## src/rtl/ram_scan_viewer_if.sv

```systemverilog
// Board-side bundle for the RAM scan viewer: write port, scan controls and display outputs.
interface ram_scan_viewer_if #(
    parameter int DATA_W = 8,
    parameter int ADDR_W = 5
);
    logic [DATA_W-1:0] DATA;
    logic [ADDR_W-1:0] ADDRESS;
    logic              WE;
    logic [1:0]        MODE;
    logic              STEP;
    logic [ADDR_W-1:0] RADDRESS;
    logic [DATA_W-1:0] QD;
    logic              QD_VALID;
    logic              TICK;
    logic              WRAP;

    modport master (
        output DATA, ADDRESS, WE, MODE, STEP,
        input  RADDRESS, QD, QD_VALID, TICK, WRAP
    );

    modport slave (
        input  DATA, ADDRESS, WE, MODE, STEP,
        output RADDRESS, QD, QD_VALID, TICK, WRAP
    );
endinterface

```

## src/rtl/ram_scan_viewer.sv

```systemverilog
// RAM scan viewer: board-written simple-dual-port RAM with a scanning read pointer
// (auto-up, auto-down, manual step, hold) and a registered, write-first read port.
module ram_scan_viewer #(
    parameter int DATA_W   = 8,
    parameter int ADDR_W   = 5,
    parameter int TICK_DIV = 50000000
) (
    input logic             CLK,
    input logic             RESET,
    ram_scan_viewer_if.slave bus
);
    localparam int              DEPTH    = 2 ** ADDR_W;
    localparam int              CNT_W    = (TICK_DIV > 1) ? $clog2(TICK_DIV) : 1;
    localparam logic [CNT_W-1:0] CNT_LAST = CNT_W'(TICK_DIV - 1);
    localparam logic [1:0]      M_DOWN   = 2'b01;
    localparam logic [1:0]      M_STEP   = 2'b10;

    logic [DATA_W-1:0] mem [DEPTH];

    logic [CNT_W-1:0]  cnt;
    logic [CNT_W-1:0]  cnt_eff;
    logic [1:0]        mode_q;
    logic              tick_q;
    logic              step_q;
    logic [ADDR_W-1:0] raddr;
    logic              wrap_q;
    logic [DATA_W-1:0] qd_q;
    logic              qd_valid_q;

    logic              auto_mode;
    logic              adv;
    logic              move_up;
    logic              at_wrap;

    // Advance decode; a mode change is treated as count 0 in the very cycle it happens,
    // so the first tick in the new mode lands exactly TICK_DIV cycles later.
    always_comb begin
        auto_mode = ~bus.MODE[1];
        cnt_eff   = (bus.MODE != mode_q) ? '0 : cnt;
        adv       = (auto_mode && tick_q) ||
                    ((bus.MODE == M_STEP) && bus.STEP && !step_q);
        move_up   = (bus.MODE != M_DOWN);
        at_wrap   = move_up ? (raddr == '1) : (raddr == '0);
    end

    // Scan-rate divider: free-running in auto modes, parked at 0 otherwise.
    always_ff @(posedge CLK) begin
        if (RESET) begin
            cnt    <= '0;
            tick_q <= 1'b0;
            mode_q <= bus.MODE;
        end else begin
            mode_q <= bus.MODE;
            if (!auto_mode) begin
                cnt    <= '0;
                tick_q <= 1'b0;
            end else if (cnt_eff == CNT_LAST) begin
                cnt    <= '0;
                tick_q <= 1'b1;
            end else begin
                cnt    <= cnt_eff + 1'b1;
                tick_q <= 1'b0;
            end
        end
    end

    // Read pointer, wrap flag and STEP history; history resets high so a held STEP is ignored.
    always_ff @(posedge CLK) begin
        if (RESET) begin
            raddr  <= '0;
            wrap_q <= 1'b0;
            step_q <= 1'b1;
        end else begin
            step_q <= bus.STEP;
            wrap_q <= adv && at_wrap;
            if (adv) begin
                raddr <= move_up ? raddr + 1'b1 : raddr - 1'b1;
            end
        end
    end

    // Registered read with write-first bypass when the write hits the scanned word.
    always_ff @(posedge CLK) begin
        if (RESET) begin
            qd_q       <= '0;
            qd_valid_q <= 1'b0;
        end else begin
            qd_valid_q <= !adv;
            if (bus.WE && (bus.ADDRESS == raddr)) begin
                qd_q <= bus.DATA;
            end else begin
                qd_q <= mem[raddr];
            end
        end
    end

    // RAM write port; contents deliberately survive reset.
    always_ff @(posedge CLK) begin
        if (bus.WE) begin
            mem[bus.ADDRESS] <= bus.DATA;
        end
    end

    assign bus.RADDRESS = raddr;
    assign bus.QD       = qd_q;
    assign bus.QD_VALID = qd_valid_q;
    assign bus.TICK     = tick_q && auto_mode;
    assign bus.WRAP     = wrap_q;
endmodule

```

## src/flat_wrapper.sv

```systemverilog
// flat-port wrapper written by rule: the top's interface ports become plain ports
module ram_scan_viewer_flat 
#(
    parameter int DATA_W   = 8,
    parameter int ADDR_W   = 5,
    parameter int TICK_DIV = 50000000
)
  (CLK, RESET, bus_DATA, bus_ADDRESS, bus_WE, bus_MODE, bus_STEP, bus_RADDRESS, bus_QD, bus_QD_VALID, bus_TICK, bus_WRAP);
  ram_scan_viewer_if #(.DATA_W(DATA_W), .ADDR_W(ADDR_W)) bus_i ();
  input logic CLK;
  input logic RESET;
  input wire logic [$bits(bus_i.DATA)-1:0] bus_DATA;
  input wire logic [$bits(bus_i.ADDRESS)-1:0] bus_ADDRESS;
  input wire logic [$bits(bus_i.WE)-1:0] bus_WE;
  input wire logic [$bits(bus_i.MODE)-1:0] bus_MODE;
  input wire logic [$bits(bus_i.STEP)-1:0] bus_STEP;
  output wire logic [$bits(bus_i.RADDRESS)-1:0] bus_RADDRESS;
  output wire logic [$bits(bus_i.QD)-1:0] bus_QD;
  output wire logic [$bits(bus_i.QD_VALID)-1:0] bus_QD_VALID;
  output wire logic [$bits(bus_i.TICK)-1:0] bus_TICK;
  output wire logic [$bits(bus_i.WRAP)-1:0] bus_WRAP;
  assign bus_i.DATA = bus_DATA;
  assign bus_i.ADDRESS = bus_ADDRESS;
  assign bus_i.WE = bus_WE;
  assign bus_i.MODE = bus_MODE;
  assign bus_i.STEP = bus_STEP;
  assign bus_RADDRESS = bus_i.RADDRESS;
  assign bus_QD = bus_i.QD;
  assign bus_QD_VALID = bus_i.QD_VALID;
  assign bus_TICK = bus_i.TICK;
  assign bus_WRAP = bus_i.WRAP;
  ram_scan_viewer #(.DATA_W(DATA_W), .ADDR_W(ADDR_W), .TICK_DIV(TICK_DIV)) u_core (.CLK(CLK), .RESET(RESET), .bus(bus_i));
endmodule
```

## config.mk

```make
export PLATFORM = sky130hd
export DESIGN_NAME = ram_scan_viewer_flat
export DESIGN_NICKNAME = d
export VERILOG_FILES = /design/src/rtl/ram_scan_viewer_if.sv /design/src/rtl/ram_scan_viewer.sv /design/src/flat_wrapper.sv
export SDC_FILE = /design/constraint.sdc
export NUM_CORES = 1
export LEC_CHECK = 0
export BUFFER_PORTS_ARGS = -buffer_cell sky130_fd_sc_hd__clkbuf_2
export CAP_MARGIN = 20
export CORE_MARGIN = 5
export CORE_UTILIZATION = 59
export DETAILED_ROUTE_END_ITERATION = 16
export GPL_TIMING_DRIVEN = 0
export PLACE_DENSITY = 0.84
export SYNTH_ARGS = -nofsm -noshare
export SYNTH_HDL_FRONTEND = slang
export SYNTH_SLANG_ARGS = --single-unit
```

## constraint.sdc

```tcl
create_clock -name CLK -period 3.1 [get_ports CLK]
set_input_delay 0.31 -clock CLK [delete_from_list [all_inputs] [get_ports CLK]]
set_output_delay 0.31 -clock CLK [all_outputs]
set_load 0.01 [all_outputs]
```

==> results of run 1 <==
==> cells by family (layout without fill, tap and decap cells) <==
logic type	count (synthesis)	after routing	synth area share, %
compound gates	63	63	3.90
xor+xnor	33	33	2.45
fa+ha+maj	6	6	0.683
buf+inv	36	127	1.82
flops	301	301	71.0
mux	95	95	13.2
simple gates	170	170	6.99
==> metal layers <==
layer,global-route usage (%),vias up
met4,8.32,0
met3,5.12,87
met1,30.1,3493
met2,39.4,419
li1,-,2928
met5,0,-
==> placed cells by master (no fill, tap or decap), types with 10 or more instances in the layout <==
cell	netlist	layout
sky130_fd_sc_hd__dfxtp_1	45	45
sky130_fd_sc_hd__mux2i_1	36	36
sky130_fd_sc_hd__clkbuf_1	12	25
sky130_fd_sc_hd__nor2_1	77	76
sky130_fd_sc_hd__nand4_1	14	14
sky130_fd_sc_hd__nand2_1	21	21
sky130_fd_sc_hd__clkbuf_2	0	33
sky130_fd_sc_hd__clkbuf_16	0	30
sky130_fd_sc_hd__buf_2	10	10
sky130_fd_sc_hd__nand3_1	11	11
sky130_fd_sc_hd__o21ai_0	10	10
sky130_fd_sc_hd__xor2_1	23	23
sky130_fd_sc_hd__mux4_2	49	49
sky130_fd_sc_hd__edfxtp_1	256	256
==> cell type report <==
cell class,instances,share of cell area (%)
sequential,301,63.2
timing repair buffer,35,1.40
tap,270,2.49
buffer,33,1.55
clock buffer,48,6.32
clock inverter,8,0.672
inverter,3,0.0829
multi-input combinational,367,24.3
==> timing repair <==
action	4_1_cts	5_1_grt
endpoints found under the hold margin	3	0
resized for setup	0	4
setup endpoints to repair	0	12
hold buffers	3	0
==> report_power, final <==
group | switching, mW | internal [mW]
combinational | 0.190 | 0.0852
clock | 1.48 | 1.98
sequential | 0.0166 | 4.44
total | 1.68 | 6.51
==> final timing paths <==
| path | endpoint | start | cells past startpoint |
|---|---|---|---|
| worst max-delay path | u_core.cnt[20] | u_core.mode_q[0] | 13 |
| worst min-delay path | u_core.bus.QD_VALID | bus_MODE[0] | 3 |
| worst max register to register | u_core.cnt[20] | u_core.mode_q[0] | 13 |
| worst min register to register | u_core.cnt[15] | u_core.cnt[15] | 2 |
==> metrics by stage <==
step           setup TNS, ns  setup WS, ns  instance area, sq um
4_1_cts                    0        0.0602                 13600
6_report                   0         0.186                 13600
3_3_place_gp               0        0.0417                 12600
3_5_place_dp          -0.392       -0.0425                 12600
2_1_floorplan              0         0.617                 12100
5_1_grt                    0        0.0336                 13600
==> sequential cells by signal, indices dropped and copies added (netlist names) <==
| name | flops |
|---|---|
| u_core.bus.QD | 8 |
| u_core.cnt | 26 |
| u_core.mode_q | 2 |
| u_core.mem | 256 |
| u_core.bus.QD_VALID | 1 |
| u_core.tick_q | 1 |
| u_core.bus.RADDRESS | 5 |
| u_core.bus.WRAP | 1 |
| u_core.step_q | 1 |
==> worst max-delay path, delay by kind of cell, from the launching register on <==
kind                       cells  cell delay (ns)
and+or+nand+nor                6             1.04
buffers and inverters          4             0.70
xor gates and xnor gates       1             0.38
DFF                            1             0.32
AOI/OAI and AO/OA              1             0.23
adders and majority gates      1             0.18
==> results.txt, run 1 <==
- The analysis attributes to cell leakage a power of 4.31 nW.
- Number of distinct standard cells referenced by the synthesized netlist: 56
- The tightest hold path in the finished design has a slack of 0.137 ns.
- Sequential-to-total area share from yosys stat: 71.0%
* Detail Route met3 WL: 2590 um
- Gate count after technology mapping: 704
- Largest cells by area after synthesis: sky130_fd_sc_hd__edfxtp_1 (64%), sky130_fd_sc_hd__mux4_2 (9.1%), sky130_fd_sc_hd__dfxtp_1 (7.4%)
* Num Clock Sinks: 301
- Total detailed-routing wirelength: 27600 um
- The core region is 20200 sq um.
- The critical path is of the register to register type.
- IO Count: 35
- Once detailed placement completed, the half-perimeter wirelength came to 17800 um.
- Clock latency at the later pin of the worst-skew pair: 0.57 ns
- Buffers inserted by post-CTS timing repair: 0
- From bottom edge to top edge, the die measures 153 um.
- During placement, the flow inserted port buffers numbering 31.
- The number of antenna violations at the first check in global routing was 0.
- Area occupied by multi-input gates: 3300 sq um
* DRC viols: 0
* Area grow syn2layout: 12.3%
- Number of endpoints failing setup at the final stage: 0
* Final weighted congestion of routability-driven global placement: 0.918
* TritonCTS clock tree: done
* Sort of element at the start of the critical path: register
- In the final routed layout, each cell accounts on average for 25.9 um.
* Chip width: 153 um
* Max Clock Freq: 0.343 GHz
- Vias in the first global route: 7055
- Path class of the lowest-slack min-delay path: primary input to register
- Dividing the final minimum period by the clock period gives 94.0%.
* Detail Route met2 WL: 13800 um
- STA classifies the critical path endpoint as a register.
* Worst setup slack for register-to-register paths: 0.19 ns
- Summed over all layers, the global routing overflow is 0.
* EDFF count, synth: 256
- Worst clock skew on the final layout: 0.0268 ns
- DR iter-0 viols: 930
* Most frequently used cell type in the post-synthesis netlist: sky130_fd_sc_hd__edfxtp_1
- For this run, the leading register cell type out of synthesis is sky130_fd_sc_hd__edfxtp_1.
- Diode count: 0
- Inserted Clock Buffers: 30
- Setup repair after global routing left no endpoint under its margin.
- Entering global routing, the biggest net connects 34 pins.
- Rel. slew slack: 29.7%
- Summed instance area of the synthesized netlist: 12100 sq um
- Worst Tran Pin Value: 1.05 ns
- The finished layout holds 1065 standard cells, fillers aside.
- In this run the worst path has a maximum fanout of 10.
* Clock Pin Slew Worst Setup and Hold Paths: 0.06 ns
- The most numerous cell type found on the critical path is sky130_fd_sc_hd__buf_6.
- The run finished with clean final reports.
- Sequential cell area: 8590 sq um
- Subtracting the final worst setup slack from the clock period gives 2.91 ns.
- The filler cells instantiated in the layout total 1317.
- Data required time at the worst endpoint: 3.59 ns
- The share of synthesized area in the top cell type comes to 63.5%.
* Global-route wire length before repair: 42100 um
* CTS max path bufs: 3
* Power Dens Cells: 603 nW/um^2
* # Max-Cap Violations: 0
- After layout, the design draws a total of 8.19 mW.
* Die footprint: 23500 sq um
* Root Driver: sky130_fd_sc_hd__clkbuf_16
* Top routing layer in use: met4
* Number of standard-cell rows in the floorplan: 52
* Initial DRT Pass Iterations: 6
* Final core occ: 67.1%
- The net count of the finished layout is 796.
* Most used standard cells in the synthesized netlist: sky130_fd_sc_hd__edfxtp_1 (256), sky130_fd_sc_hd__nor2_1 (77), sky130_fd_sc_hd__mux4_2 (49)
* Placed cell count: 1005
* Yosys warning count: 0
- Of all flip-flops after synthesis, the portion carrying an async set or reset was 0%.
* Vias per cell: 6.50
- The critical path goes through xor2_1 > nor2_2 > clkbuf_2 > and2_1 > ha_1 > nand2_1 > nor4_2 > a31o_1 > buf_6 > or3_1 > buf_4 > buf_6 > nor2_1.
- Mapped Nets: 729
* Synthesis-stage register bit count: 301
- Mean instance size in the synthesized netlist: 17.2 sq um
* Slowest cell delay on critical path: 0.38 ns
- The synthesized design spends more area on one cell type than any other, namely sky130_fd_sc_hd__edfxtp_1.
* Number of pins exceeding their max-slew limit in the final report: 0
- Detail Route Antenna Nets: 0
- Share of post-route cells with drive strength above 1: 20.6%
- Summing over every cut layer, the via total after detailed routing is 6927.
* # H-tree levels: 1
- Across every metal layer, demand over resource in global routing totals 23.3%.
- The slowest stage of the critical path is the sky130_fd_sc_hd__xor2_1 cell.
* Hold Vio Cnt, Final: 0
- Routed length on met1: 10100 um
- Data arrival at the endpoint of the critical path: 3.40 ns
- Largest voltage drop on the vdd net: 0.000633 V
- The initial utilization of the core area, before any placement, comes to 59.8%.
(Power assumes the default switching activity.)
==> run 2, diff against run 1 <==
==> constraint.sdc (replaced) <==
create_clock -name CLK -period 3.1 [get_ports CLK]
set_input_delay 0.62 -clock CLK [delete_from_list [all_inputs] [get_ports CLK]]
set_output_delay 0.62 -clock CLK [all_outputs]
set_load 0.01 [all_outputs]
==> run 2 against run 1 <==
  * Routed wire length down 0.27%
  * Register-to-register slack better by 0.05 ns
  * Critical endpoint unchanged
  * Highest routed layer unchanged
  * Largest power group unchanged
  * Clock power about the same
==> results.txt, run 2 (synthesis gave the netlist of run 1 again) <==
* Remaining global-route overflow: 0
- After legalization and detailed placement, the total HPWL measured 17800 um.
* Largest voltage drop on the vdd net: 0.000634 V
- Counting the buffers created by CTS gives 30.
* Number of antenna violations at the first check in global routing: 0
* Die footprint: 23500 sq um
- The worst pin sits at a relative slew slack of 30.4%.
- The number of antenna diodes in the final layout is 0.
* CTS max path bufs: 3
* Share of the clock period used by the worst path after layout: 92.5%
- Sequential fraction of design power: 54.5%
- For this run, design rule violations remaining after detail routing come to 0.
* Max Clock Freq: 0.349 GHz
- Area of placed instances: 12600 sq um
- For this design the total switching power over the nets is 1.68 mW.
- Vias per cell: 6.53
- For this configuration, the core starts out at a cell density of 59.8%.
- Root Driver: sky130_fd_sc_hd__clkbuf_16
- Internal power of the cells: 6.51 mW
- u_core.mem holds more flip-flops than any other register.
- The worst register-to-register path begins at u_core.mode_q[0].
- IO Count: 35
- The finished cells cover 13600 sq um.
- Final layout net count: 793
* Unrepaired setup endpoints after global routing: no
- Clock tree synthesis found a total of 301 sinks.
* Data required time at the worst endpoint: 3.59 ns
- GRT Overall Usage: 23.3%
- Once detail routing completed, the nets flagged for antenna violations numbered 0.
- Via count of the routed design: 6932
* Data arrival at the endpoint of the critical path: 3.35 ns
* Total detailed-routing wirelength: 27500 um
* Number of standard-cell rows in the floorplan: 52
* Clock latency at the later pin of the worst-skew pair: 0.57 ns
* Sort of element at the start of the critical path: register
* Worst Tran Pin Value: 1.04 ns
- The post-route netlist has 20.7% of its cells at a drive strength greater than 1.
* Number of endpoints failing setup at the final stage: 0
- Path class of the lowest-slack min-delay path: primary input to register
- TritonCTS clock tree: done
- For this block, the initial DRC count from the detailed router was 868.
- The congestion estimate from routability-driven global placement came to 0.918.
- Pin count of the biggest net entering global routing: 34
- Relative to the synthesized area, the layout overhead comes to 12.0%.
- Kind of critical path: register to register
* Clock Pin Slew Worst Setup and Hold Paths: 0.06 ns
- The register with the most flip-flops in the layout has 256 of them.
- Combinational logic is responsible for 3.3% of the overall power.
- Global-route wire length before repair: 41900 um
* Die Height: 153 um
- Vias in the first global route: 7038
- The worst setup path is captured at a register.
- Switching Share: 20.5%
- The library cell used most frequently in the layout, excluding fill and tap cells, is sky130_fd_sc_hd__edfxtp_1.
* # H-tree levels: 1
- The number of hold violations in the final report is 0.
- Leakage dissipation: 4.30 nW
- Final hold analysis gives a worst-case slack of 0.246 ns.
- Highest-count cells in the layout ignoring fill and taps: sky130_fd_sc_hd__edfxtp_1 (256), sky130_fd_sc_hd__nor2_1 (76), sky130_fd_sc_hd__mux4_2 (49)
* Number of pins exceeding their max-slew limit in the final report: 0
- Result of the run: finished clean
* Worst clock skew on the final layout: 0.0253 ns
* Initial DRT Pass Iterations: 7
- Chip width: 153 um
- Port-buffer cells: 31
* Fillcell total: 1319
* Max Fanout on Critical Path: 10
- In this run the power density over the cells is 604 nW/um^2.
- The core region is 20200 sq um.
- Share of total power in the clock network: 42.2%
- In the final routed layout, each cell accounts on average for 25.9 um.
- The worst hold path begins at bus_MODE[0].
* Crit. Startpoint: u_core.mode_q[0]
- Across the run, the number of max-cap violations was 0.
- Final min period: 2.87 ns
-- run 2: changes by cell type in the layout (fill, tap and decap cells not counted), sizes merged --
cell,change
dlygate4sd3,-3
-- run 2: area by class of cell --
class	count	area [sq um]	area share [%]
Inverter	3	11.3	0.0831
Sequential cell	301	8590	63.4
Clock inverter	8	91.3	0.674
Buffer	33	210	1.55
Clock buffer	48	858	6.33
Tap cell	270	338	2.49
Timing Repair Buffer	32	160	1.18
Multi-Input combinational cell	367	3300	24.3
-- run 2: power groups by stage --
| stage | registers [mW] | clock network, mW | logic (mW) |
|---|---|---|---|
| CTS | 4.46 | 3.48 | 0.266 |
| global placement | 4.54 | 0 | 0.250 |
| finish | 4.46 | 3.46 | 0.270 |
| global route | 4.46 | 3.67 | 0.286 |
| detailed placement | 4.54 | 0 | 0.263 |
| floorplan | 4.54 | 0 | 0.131 |
-- run 2: what timing repair did --
item | 4_1_cts | 5_1_grt
endpoints found under the setup margin | 0 | 12
gates resized for setup | 0 | 4
hold buffers | 0 | 0
setup buffers | 0 | 0
-- run 2: critical path, stage by stage, from the launching register on --
cell and delay [ns]:
sky130_fd_sc_hd__dfxtp_1 0.32, sky130_fd_sc_hd__xor2_1 0.36, sky130_fd_sc_hd__nor2_2 0.14, sky130_fd_sc_hd__clkbuf_2 0.23, sky130_fd_sc_hd__and2_1 0.22, sky130_fd_sc_hd__ha_1 0.18
sky130_fd_sc_hd__nand2_1 0.17, sky130_fd_sc_hd__nor4_2 0.08, sky130_fd_sc_hd__a31o_1 0.23, sky130_fd_sc_hd__buf_6 0.14, sky130_fd_sc_hd__or3_1 0.30, sky130_fd_sc_hd__buf_4 0.18
sky130_fd_sc_hd__buf_6 0.15, sky130_fd_sc_hd__nor2_1 0.11
-- run 2: metal layers --
| metal | wire [um] | up-vias | global-route usage, % |
|---|---|---|---|
| met4 | 1150 | 0 | 8.32 |
| met3 | 2700 | 91 | 5.15 |
| li1 | - | 2919 | - |
| met5 | 0 | - | 0 |
| met1 | 9850 | 3477 | 30.0 |
| met2 | 13900 | 445 | 39.4 |
-- run 2: stage by stage --
stage / utilization, % / cells / setup slack [ns] / TNS [ns] / total power, mW
after CTS: 66.9 / 1061 / 0.0603 / 0 / 8.21
final: 67.0 / 1062 / 0.233 / 0 / 8.19
after global routing: 67.0 / 1062 / 0.0480 / 0 / 8.41
after global placement: 62.2 / 1005 / -0.268 / -3.64 / 4.79
after detailed placement: 62.2 / 1005 / -0.353 / -5.34 / 4.81
after floorplan: - / 704 / 0.307 / 0 / 4.67
-- run 2: worst paths after layout --
path | end | slack, ns | cells after the start
max | u_core.cnt[20] | 0.23 | 13
min | u_core.mode_q[0] | 0.25 | 1
max reg2reg | u_core.cnt[20] | 0.23 | 13
min reg2reg | u_core.cnt[15] | 0.51 | 2
